===== src/rtl/seg_pkg.sv =====
`default_nettype none
// ============================================================================
//  Module   : seg_pkg
//  Purpose  : Shared constants for the 7-segment capture path: active-low
//             segment glyphs, anode select patterns, capture FSM state
//             encoding and the glyph-to-decimal helper.
//  Revision : 1.0  initial release
// ============================================================================
package seg_pkg;

    // Active-low glyphs, bit0 = segment a .. bit6 = segment g
    localparam logic [6:0] SEG_0     = 7'h40;
    localparam logic [6:0] SEG_1     = 7'h79;
    localparam logic [6:0] SEG_2     = 7'h24;
    localparam logic [6:0] SEG_3     = 7'h30;
    localparam logic [6:0] SEG_4     = 7'h19;
    localparam logic [6:0] SEG_5     = 7'h12;
    localparam logic [6:0] SEG_6     = 7'h02;
    localparam logic [6:0] SEG_7     = 7'h78;
    localparam logic [6:0] SEG_8     = 7'h00;
    localparam logic [6:0] SEG_9     = 7'h10;
    localparam logic [6:0] SEG_BLANK = 7'h7F;

    // Active-low anode selects
    localparam logic [3:0] AN_D0   = 4'b1110;
    localparam logic [3:0] AN_D1   = 4'b1101;
    localparam logic [3:0] AN_D2   = 4'b1011;
    localparam logic [3:0] AN_D3   = 4'b0111;
    localparam logic [3:0] AN_ALL  = 4'b0000;
    localparam logic [3:0] AN_NONE = 4'b1111;

    // Capture FSM: waiting for first activity, counting stability, holding
    typedef enum logic [1:0] {
        ST_WAIT   = 2'd0,
        ST_SETTLE = 2'd1,
        ST_HELD   = 2'd2
    } seg_state_t;

    // Map an active-low glyph to its decimal value; unknown glyphs give 4'hF
    function automatic logic [3:0] seg_to_bcd(input logic [6:0] seg);
        logic [3:0] v;
        case (seg)
            SEG_0:   v = 4'd0;
            SEG_1:   v = 4'd1;
            SEG_2:   v = 4'd2;
            SEG_3:   v = 4'd3;
            SEG_4:   v = 4'd4;
            SEG_5:   v = 4'd5;
            SEG_6:   v = 4'd6;
            SEG_7:   v = 4'd7;
            SEG_8:   v = 4'd8;
            SEG_9:   v = 4'd9;
            default: v = 4'hF;
        endcase
        return v;
    endfunction

endpackage
`default_nettype wire


===== src/rtl/seg_sync2.sv =====
`default_nettype none
// ============================================================================
//  Module   : seg_sync2
//  Purpose  : Parameterised-width two-flop synchroniser with a configurable
//             reset value, used to bring the display bus into the clk domain.
//  Revision : 1.0  initial release
// ============================================================================
module seg_sync2 #(
    parameter int               WIDTH     = 1,
    parameter logic [WIDTH-1:0] RESET_VAL = '0
) (
    input  logic             clk,
    input  logic             reset,
    input  logic [WIDTH-1:0] i_d,
    output logic [WIDTH-1:0] o_q
);

    logic [WIDTH-1:0] r_meta;
    logic [WIDTH-1:0] r_sync;

    // Two-stage resampling of the asynchronous bus
    always_ff @(posedge clk or posedge reset) begin
        if (reset) begin
            r_meta <= RESET_VAL;
            r_sync <= RESET_VAL;
        end else begin
            r_meta <= i_d;
            r_sync <= r_meta;
        end
    end

    assign o_q = r_sync;

endmodule
`default_nettype wire


===== src/rtl/seg_mux_capture.sv =====
`default_nettype none
// ============================================================================
//  Module   : seg_mux_capture
//  Purpose  : Reconstructs the four digit patterns of a multiplexed 4-digit
//             7-segment bus. Each anode phase must be stable for
//             SETTLE_CYCLES before it is captured; a full set of four digit
//             captures is published as one frame with a frame_valid strobe.
//  Options  : SEG_MUX_CAPTURE_DECODE_EN adds bcd0..bcd3 decimal outputs.
//  Revision : 1.0  initial release
// ============================================================================
module seg_mux_capture #(
    parameter int SETTLE_CYCLES  = 4,
    parameter int TIMEOUT_CYCLES = 4096
) (
    input  logic       clk,
    input  logic       reset,
    input  logic [3:0] an_in,
    input  logic [6:0] num_in,
    output logic [6:0] digit0,
    output logic [6:0] digit1,
    output logic [6:0] digit2,
    output logic [6:0] digit3,
    output logic       frame_valid,
    output logic       lamp_test,
    output logic       pattern_err,
    output logic       stale
`ifdef SEG_MUX_CAPTURE_DECODE_EN
    ,
    output logic [3:0] bcd0,
    output logic [3:0] bcd1,
    output logic [3:0] bcd2,
    output logic [3:0] bcd3
`endif
);

    import seg_pkg::*;

    localparam int                    c_IDLE_W    = $clog2(TIMEOUT_CYCLES + 1);
    localparam logic [c_IDLE_W-1:0]   c_IDLE_MAX  = c_IDLE_W'(TIMEOUT_CYCLES);
    // The change cycle itself counts as the first stable cycle, so the
    // capture fires when the counter has reached SETTLE_CYCLES-1 and the
    // current sample still matches.
    localparam logic [7:0]            c_STAB_LAST = 8'(SETTLE_CYCLES - 1);

    // ---------------------------------------------------------------- input
    logic [3:0] w_an_s;
    logic [6:0] w_num_s;

    seg_sync2 #(.WIDTH(4), .RESET_VAL(AN_NONE)) u_sync_an (
        .clk   (clk),
        .reset (reset),
        .i_d   (an_in),
        .o_q   (w_an_s)
    );

    seg_sync2 #(.WIDTH(7), .RESET_VAL(SEG_BLANK)) u_sync_num (
        .clk   (clk),
        .reset (reset),
        .i_d   (num_in),
        .o_q   (w_num_s)
    );

    // ------------------------------------------------------------ registers
    seg_state_t            r_state;
    logic [7:0]            r_stab;
    logic [3:0]            r_an_prev;
    logic [6:0]            r_num_prev;
    logic [3:0]            r_seen;
    logic [3:0][6:0]       r_shadow;
    logic [3:0][6:0]       r_digit;
    logic                  r_frame_valid;
    logic                  r_pattern_err;
    logic                  r_lamp;
    logic [c_IDLE_W-1:0]   r_idle;

    // ---------------------------------------------------------- comb logic
    logic                  w_change;
    logic                  w_capture;
    logic                  w_legal;
    logic                  w_is_all;
    logic                  w_is_bad;
    logic [1:0]            w_idx;
    logic [3:0]            w_seen_set;
    logic                  w_frame_done;
    logic [3:0][6:0]       w_shadow_next;

    assign w_change  = ({w_an_s, w_num_s} != {r_an_prev, r_num_prev});
    assign w_capture = (r_state == ST_SETTLE) && !w_change && (r_stab == c_STAB_LAST);

    // Classify the synchronised anode pattern
    always_comb begin
        w_legal  = 1'b0;
        w_is_all = 1'b0;
        w_is_bad = 1'b0;
        w_idx    = 2'd0;
        case (w_an_s)
            AN_D0:   begin w_legal = 1'b1; w_idx = 2'd0; end
            AN_D1:   begin w_legal = 1'b1; w_idx = 2'd1; end
            AN_D2:   begin w_legal = 1'b1; w_idx = 2'd2; end
            AN_D3:   begin w_legal = 1'b1; w_idx = 2'd3; end
            AN_ALL:  w_is_all = 1'b1;
            AN_NONE: ;
            default: w_is_bad = 1'b1;
        endcase
    end

    assign w_seen_set   = r_seen | (4'b0001 << w_idx);
    assign w_frame_done = w_capture && w_legal && (w_seen_set == 4'hF);

    // Shadow bank as it will look after this cycle's capture, so a frame
    // completed by this capture publishes the digit being written now
    always_comb begin
        w_shadow_next = r_shadow;
        if (w_capture && w_legal) begin
            w_shadow_next[w_idx] = w_num_s;
        end
    end

    // Stability FSM: one capture per stable phase of the synchronised bus
    always_ff @(posedge clk or posedge reset) begin
        if (reset) begin
            r_state    <= ST_WAIT;
            r_stab     <= 8'd0;
            r_an_prev  <= AN_NONE;
            r_num_prev <= SEG_BLANK;
        end else begin
            r_an_prev  <= w_an_s;
            r_num_prev <= w_num_s;
            case (r_state)
                ST_WAIT: begin
                    if (w_change) begin
                        r_state <= ST_SETTLE;
                        r_stab  <= 8'd1;
                    end
                end
                ST_SETTLE: begin
                    if (w_change) begin
                        r_stab <= 8'd1;
                    end else if (r_stab == c_STAB_LAST) begin
                        r_state <= ST_HELD;
                    end else begin
                        r_stab <= r_stab + 8'd1;
                    end
                end
                ST_HELD: begin
                    if (w_change) begin
                        r_state <= ST_SETTLE;
                        r_stab  <= 8'd1;
                    end
                end
                default: begin
                    r_state <= ST_WAIT;
                    r_stab  <= 8'd0;
                end
            endcase
        end
    end

    // Capture datapath: shadow bank, seen mask, frame publication and flags
    always_ff @(posedge clk or posedge reset) begin
        if (reset) begin
            r_shadow      <= {4{SEG_BLANK}};
            r_digit       <= {4{SEG_BLANK}};
            r_seen        <= 4'h0;
            r_frame_valid <= 1'b0;
            r_pattern_err <= 1'b0;
        end else begin
            r_frame_valid <= 1'b0;
            r_pattern_err <= 1'b0;
            if (w_capture) begin
                if (w_legal) begin
                    r_shadow <= w_shadow_next;
                    if (w_frame_done) begin
                        r_digit       <= w_shadow_next;
                        r_frame_valid <= 1'b1;
                        r_seen        <= 4'h0;
                    end else begin
                        r_seen <= w_seen_set;
                    end
                end else if (w_is_all) begin
                    // All anodes lit: restart the frame, keep shadow contents
                    r_seen <= 4'h0;
                end else if (w_is_bad) begin
                    r_pattern_err <= 1'b1;
                end
            end
        end
    end

    // Lamp-test flag follows the synchronised anodes without settling
    always_ff @(posedge clk or posedge reset) begin
        if (reset) begin
            r_lamp <= 1'b0;
        end else begin
            r_lamp <= (w_an_s == AN_ALL);
        end
    end

    // Saturating idle counter, cleared by any capture event
    always_ff @(posedge clk or posedge reset) begin
        if (reset) begin
            r_idle <= '0;
        end else if (w_capture) begin
            r_idle <= '0;
        end else if (r_idle != c_IDLE_MAX) begin
            r_idle <= r_idle + 1'b1;
        end
    end

`ifdef SEG_MUX_CAPTURE_DECODE_EN
    logic [3:0] r_bcd0;
    logic [3:0] r_bcd1;
    logic [3:0] r_bcd2;
    logic [3:0] r_bcd3;

    // Decimal view of the frame, updated together with the digit outputs
    always_ff @(posedge clk or posedge reset) begin
        if (reset) begin
            r_bcd0 <= 4'hF;
            r_bcd1 <= 4'hF;
            r_bcd2 <= 4'hF;
            r_bcd3 <= 4'hF;
        end else if (w_frame_done) begin
            r_bcd0 <= seg_to_bcd(w_shadow_next[0]);
            r_bcd1 <= seg_to_bcd(w_shadow_next[1]);
            r_bcd2 <= seg_to_bcd(w_shadow_next[2]);
            r_bcd3 <= seg_to_bcd(w_shadow_next[3]);
        end
    end

    assign bcd0 = r_bcd0;
    assign bcd1 = r_bcd1;
    assign bcd2 = r_bcd2;
    assign bcd3 = r_bcd3;
`endif

    // ------------------------------------------------------------- outputs
    assign digit0      = r_digit[0];
    assign digit1      = r_digit[1];
    assign digit2      = r_digit[2];
    assign digit3      = r_digit[3];
    assign frame_valid = r_frame_valid;
    assign pattern_err = r_pattern_err;
    assign lamp_test   = r_lamp;
    assign stale       = (r_idle == c_IDLE_MAX);

endmodule
`default_nettype wire


===== config.mk =====
export PLATFORM = sky130hd
export DESIGN_NAME = seg_mux_capture
export DESIGN_NICKNAME = d
export VERILOG_FILES = /design/src/rtl/seg_pkg.sv /design/src/rtl/seg_sync2.sv /design/src/rtl/seg_mux_capture.sv
export SDC_FILE = /design/constraint.sdc
export NUM_CORES = 1
export LEC_CHECK = 0
export ABC_AREA = 1
export CELL_PAD_IN_SITES_DETAIL_PLACEMENT = 0
export CELL_PAD_IN_SITES_GLOBAL_PLACEMENT = 2
export CORE_MARGIN = 8
export CORE_UTILIZATION = 25
export CTS_CLUSTER_SIZE = 10
export DETAILED_ROUTE_END_ITERATION = 6
export MAX_ROUTING_LAYER = met4
export PLACE_DENSITY = 0.7
export SYNTH_ARGS = -nofsm -noshare
export SYNTH_HDL_FRONTEND = slang
export SYNTH_SLANG_ARGS = --single-unit

===== constraint.sdc =====
create_clock -name clk -period 5.1 [get_ports clk]
set_input_delay 1.02 -clock clk [delete_from_list [all_inputs] [get_ports clk]]
set_output_delay 1.02 -clock clk [all_outputs]
set_load 0.05 [all_outputs]

==> results.toml, run 1 <==
[cts]
cts_buffer_depth = 2
ctsHoldBuffers = 0
root_buffer = "clkbuf_16"
h-tree-depth = 4
cts_tree = "yes"
clkTransAtPathRegs_ns = 0.05
cts.sinks = 119
cts_resized = 0
numCtsBuffers = 17
cts_setup_buffers = 0
worstSkewPairLatency_ns = 0.42

[synth]
synth_top_area_share_pct = 43.58
synth_nets = 642
synth-main-ff-cell = "dfstp_2"
ys_top_cells_by_area = "dfstp_2, nand2_1, dfrtp_1, inv_1, nand3_1"
synth_cell_types = 31
synthArstFlopShare_pct = 100.0
seq_area_frac_synth_pct = 57.57
synth_edf_count = 0
ys_warn_count = 0
syn_area_per_cell_um2 = 8.573
syn_area_um2 = 5366
synth_cells = 626
synth_common_cells = "nand2_1, dfstp_2, inv_1"
ys_ff_latch = 119
post-synth-top-count-cell = "nand2_1"
synth_top_area_cell = "dfstp_2"

[setup_path]
ff2ff_path_depth = 8
critPathSlowestCell = "clkdlybuf4s50_1"
start_kind = "flop"
cp.required_ns = 4.08
critical_path_class = "reg -> out"
crit_chain = "inv_1 -> ha_1 -> nand4_1 -> nor3_1 -> clkdlybuf4s50_1"
cp_top_family = "buffers and inverters"
critPathMaxStageDelay_ns = 0.88
worst_setup_path_end_kind = "output port"
arrival_ns = 2.45
cp.depth = 5
critPathMaxFanout = 3
cp_num_buf_inv = 2

[timing]
tns_ns = 0
setup_viol_count_final = 0
max_freq_mhz = 288.2
hold_viol = 0
rsz0062_at_grt = "false"
max_slew_margin_pct = 50.65
tightestPinTransition_ns = 0.7385
holdWs_ns = 0.3547
period_needed_ns = 3.470
fin_skew_ns = 0.01534
slew_viol_final = 0
fin_crit_sh_pct = 68.04

[die]
core_area_um2 = 21020
pin_count = 45
die-height_um = 162.5
initial_core_util_pct = 25.53
dieWidth_um = 162.5
die-area_um2 = 26410
rows = 53

[cells_and_area]
antenna_cells = 0
regArea_um2 = 3089
top_register = "r_shadow"
fill_cells = 2154
largest_reg_flops = 28
drive_gt1_share_pct = 21.04
final_nets = 692
multi_input_area_um2 = 1894
syn_to_final_growth_pct = 24.34
largestRegisters = "r_shadow (28), r_idle (13), r_stab (8)"
post-route-cell-area_um2 = 6673

[worst_hold_path]
hold_path.class = "reg -> reg"
hold-path-cell-count = 0

[global_routing]
grt_usage_pct = 10.60
grt_max_degree = 50
grt_pass1_vias = 4239
grt_pass1_wl_um = 21480
overflow = 0
grt_antenna_before_repair = 0

[routing]
wirelength_um = 12590
vias = 4046
ant_nets = 0
initialDrtViolationCount = 241
avgRoutedWirePerCell_um = 13.06
drc = 0
vias_per_cell = 4.197
drt_first_pass_iters = 4

[placed_design]
dpl_cell_area_um2 = 6078
dp_hpwl_um = 8543
port_buffers = 44
gp_congestion = 0.7431

[outcome]
status = "complete, no violations"

[power]
p_leak_nw = 3.112
p_per_area_nw_per_um2 = 339.9
ir_worst_vdd_uv = 172.6
power_w = 0.002268

[job]
maxCapViolCount = 0
[worst paths after layout]
kind | startpoint | to | slack (ns)
max reg2reg | r_stab[0] | digit0[3] | 1.89
max | r_idle[0] | stale | 1.63
max in group asynchronous | reset | digit1[4] | 3.10
min in group asynchronous | reset | r_idle[12] | 1.01
min | u_sync_an.r_meta[1] | u_sync_an.o_q[1] | 0.35
min reg2reg | u_sync_an.r_meta[1] | u_sync_an.o_q[1] | 0.35
[report_power, final]
part	total [W]	internal (W)	switching (W)	leakage [nW]
combinational	0.0000720	0.0000221	0.0000498	1.51
clock	0.00121	0.000755	0.000459	0.286
sequential	0.000982	0.000972	0.0000107	1.32
[stage by stage]
stage | utilization, % | cells | worst slack [ns]
after floorplan | - | 626 | 1.070
after global placement | 28.91 | 932 | 1.805
after detailed placement | 28.91 | 932 | 1.799
after CTS | 31.74 | 964 | 1.598
after global routing | 31.74 | 964 | 1.490
final | 31.74 | 964 | 1.630
[worst register-to-register path, stage by stage (launching register included)]
cell	delay, ns
dfrtp_1	0.40
ha_1	0.24
nand3_1	0.10
nor2_1	0.42
nand4_4	0.46
nor2_4	0.60
nand3_2	0.64
nand2_1	0.21
nand2_1	0.08
[kinds of logic after synthesis]
kind of cell / Yosys count / synth area share [%]
AO/OA/AOI/OAI: 38 / 3.684
XOR/XNOR: 8 / 1.306
flip-flops: 119 / 57.57
AND/OR/NAND/NOR: 365 / 29.61
adder cells (fa/ha/maj): 3 / 0.6995
buffers and inverters: 93 / 7.134
[metal layers]
layer / global-route usage (%) / vias up / part of all wire [%] / wire length [um]
met5: - / - / 0 / 0
met4: 3.662 / 0 / 1.2 / 153
met3: 2.983 / 11 / 3.8 / 478
met2: 16.70 / 66 / 47 / 5867
met1: 12.82 / 1913 / 48 / 6088
li1: - / 2056 / - / -
[cells in the final DEF, fill, tap and decap left out, drive strengths merged]
cell | Yosys | final
nor2 | 25 | 25
clkbuf | 6 | 21
a22oi | 1 | 1
ha | 3 | 3
o211ai | 1 | 1
and2 | 7 | 7
inv | 78 | 85
a21oi | 4 | 4
clkdlybuf4s50 | 0 | 44
dfstp | 89 | 89
or2 | 5 | 5
buf | 9 | 2
dfrtp | 30 | 30
nor4 | 2 | 2
o31ai | 1 | 1
nor3 | 9 | 9
nand3 | 40 | 40
xor2 | 3 | 3
o21ai | 31 | 31
xnor2 | 5 | 5
bufinv | 0 | 2
nand4 | 20 | 20
clkinvlp | 0 | 2
nand2 | 257 | 257
[area by class of cell]
| type | count | area share [%] |
|---|---|---|
| inverter | 78 | 4.425 |
| tap | 275 | 5.157 |
| timing repair buffer | 46 | 6.825 |
| clock buffer | 21 | 6.900 |
| multi-input combinational | 414 | 28.39 |
| clock inverter | 11 | 2.006 |
| sequential | 119 | 46.30 |
No activity file was read; power rests on OpenSTA's default activity.
==> run 2, diff against run 1 <==
- clock period: 5.1 -> 3.3 ns (I/O delays scaled with it)
==> results.toml, run 2 (synthesis gave the netlist of run 1 again) <==
[cells_and_area]
top_register = "r_shadow"
mostFrequentLayoutCell = "nand2_1"
drive_gt1_share_pct = 21.68
fin_cells = 967
largest_reg_flops = 28
final_nets = 697
layout_common_cells = "nand2_1, dfstp_2, inv_1"
largestRegisters = "r_shadow (28), r_idle (13), r_stab (8)"
syn_to_final_growth_pct = 26.30
antenna_cells = 0

[die]
core_area_um2 = 21020
dieWidth_um = 162.5
rows = 53
initial_core_util_pct = 25.53
die-area_um2 = 26410
pin_count = 45
die-height_um = 162.5

[timing]
holdWs_ns = 0.3539
slew_viol_final = 0
tightestPinTransition_ns = 0.5528
fin_skew_ns = 0.009283
setup_viol_count_final = 0
fin_crit_sh_pct = 91.34
max_freq_mhz = 331.8
period_needed_ns = 3.014
max_slew_margin_pct = 63.01
hold_viol = 0
rsz0062_at_grt = "false"
tns_ns = 0

[cts]
h-tree-depth = 4
cts_tree = "yes"
clkTransAtPathRegs_ns = 0.05
cts_resized = 0
cts_buffer_depth = 2
numCtsBuffers = 17
cts.sinks = 119
root_buffer = "clkbuf_16"
cts_setup_buffers = 0
worstSkewPairLatency_ns = 0.41
ctsHoldBuffers = 0

[power]
p_leak_nw = 3.163
p_per_area_nw_per_um2 = 535.9
power_w = 0.003632
ir_worst_vdd_uv = 285.3

[placed_design]
port_buffers = 44
gp_congestion = 0.7400
dp_hpwl_um = 8477
placed_cells = 937

[setup_path]
rr_endpoint = "digit0[6]"
r2r-start = "u_sync_an.o_q[3]"
critical_path_class = "reg -> out"
critPathMaxFanout = 3
start_kind = "flop"
cp-startpoint = "r_idle[0]"
endpoint = "stale"
crit_chain = "inv_1 -> ha_1 -> nand4_1 -> nor3_1 -> clkdlybuf4s50_1"
worst_setup_path_end_kind = "output port"
critPathMaxStageDelay_ns = 0.86
ff2ff_path_depth = 11
critPathSlowestCell = "clkdlybuf4s50_1"
cp.required_ns = 2.64
r2r_slack_ns = 0.93
arrival_ns = 2.35

[global_routing]
grt_pass1_wl_um = 20960
grt_antenna_before_repair = 0
grt_max_degree = 79
overflow = 0
grt_pass1_vias = 4097
grt_usage_pct = 10.31

[outcome]
status = "complete, no violations"

[routing]
initialDrtViolationCount = 221
ant_nets = 0
drc = 0
vias = 4035
drt_first_pass_iters = 6
wirelength_um = 12370
avgRoutedWirePerCell_um = 12.79
vias_per_cell = 4.173

[worst_hold_path]
hold_path.class = "reg -> reg"

[job]
maxCapViolCount = 0
==> run 2: changes by cell type in the layout (fill, tap and decap cells not counted) <==
cell,previous run,this run
buf_4,2,6
bufinv_16,2,4
inv_6,6,0
clkbuf_8,2,6
buf_12,0,1
clkinv_2,0,1
inv_4,2,0
clkbuf_1,2,0
clkinvlp_4,2,3
==> run 2: layout make-up <==
type,count,area [um2]
clock inverters,7,140.1
repair buffers,51,505.5
clock buffers,23,508.0
flip-flops and latches,119,3089
well taps,275,344.1
fillers,2161,14240
inverters,78,296.5
multi-input cells,414,1894
==> run 2: power breakdown <==
part           internal (W)  switching (W)  leakage [nW]  total [W]
clock network       0.00137       0.000625         0.313    0.00200
registers           0.00150      0.0000158          1.32    0.00152
logic             0.0000360      0.0000784          1.53   0.000114
==> run 2: worst max-delay path, delay by kind of cell, from the launching register on <==
family                     cells  cell delay, ns
adders and majority gates      1            0.16
DFF                            1            0.39
and+or+nand+nor                2            0.43
buffers and inverters          2            0.97
==> run 2: metrics by stage <==
step / area, um2 / worst slack (ns) / utilization (%)
floorplan: 5370 / 0.7859 / -
global placement: 6130 / 0.8094 / 29.16
detailed placement: 6130 / 0.7032 / 29.16
CTS: 6778 / 0.2533 / 32.24
global route: 6778 / 0.07695 / 32.24
finish: 6778 / 0.2857 / 32.24
==> run 2: per-layer routing <==
metal / GRT usage (%) / routed length (um)
met1: 12.72 / 6018
met2: 16.00 / 5868
met3: 2.856 / 369
met4: 3.535 / 109
met5: - / 0
==> run 2: how the worst min path moves through the flow <==
stage	startpoint	endpoint	slack, ns	cells after the start
after floorplan	u_sync_an.r_meta[0]	u_sync_an.o_q[0]	0.35	0
after global placement	u_sync_num.r_meta[1]	u_sync_num.o_q[1]	0.35	0
after detailed placement	u_sync_num.r_meta[3]	u_sync_num.o_q[3]	0.35	0
after CTS	u_sync_num.r_meta[4]	u_sync_num.o_q[4]	0.36	0
after global routing	u_sync_an.r_meta[2]	u_sync_an.o_q[2]	0.36	0
final	u_sync_an.r_meta[2]	u_sync_an.o_q[2]	0.35	0
==> run 3, diff against run 2 <==
- CAP_MARGIN: not set -> 20
==> results of run 3 <==
Same layout as run 2: the final DEF is identical, and so are final timing and power.
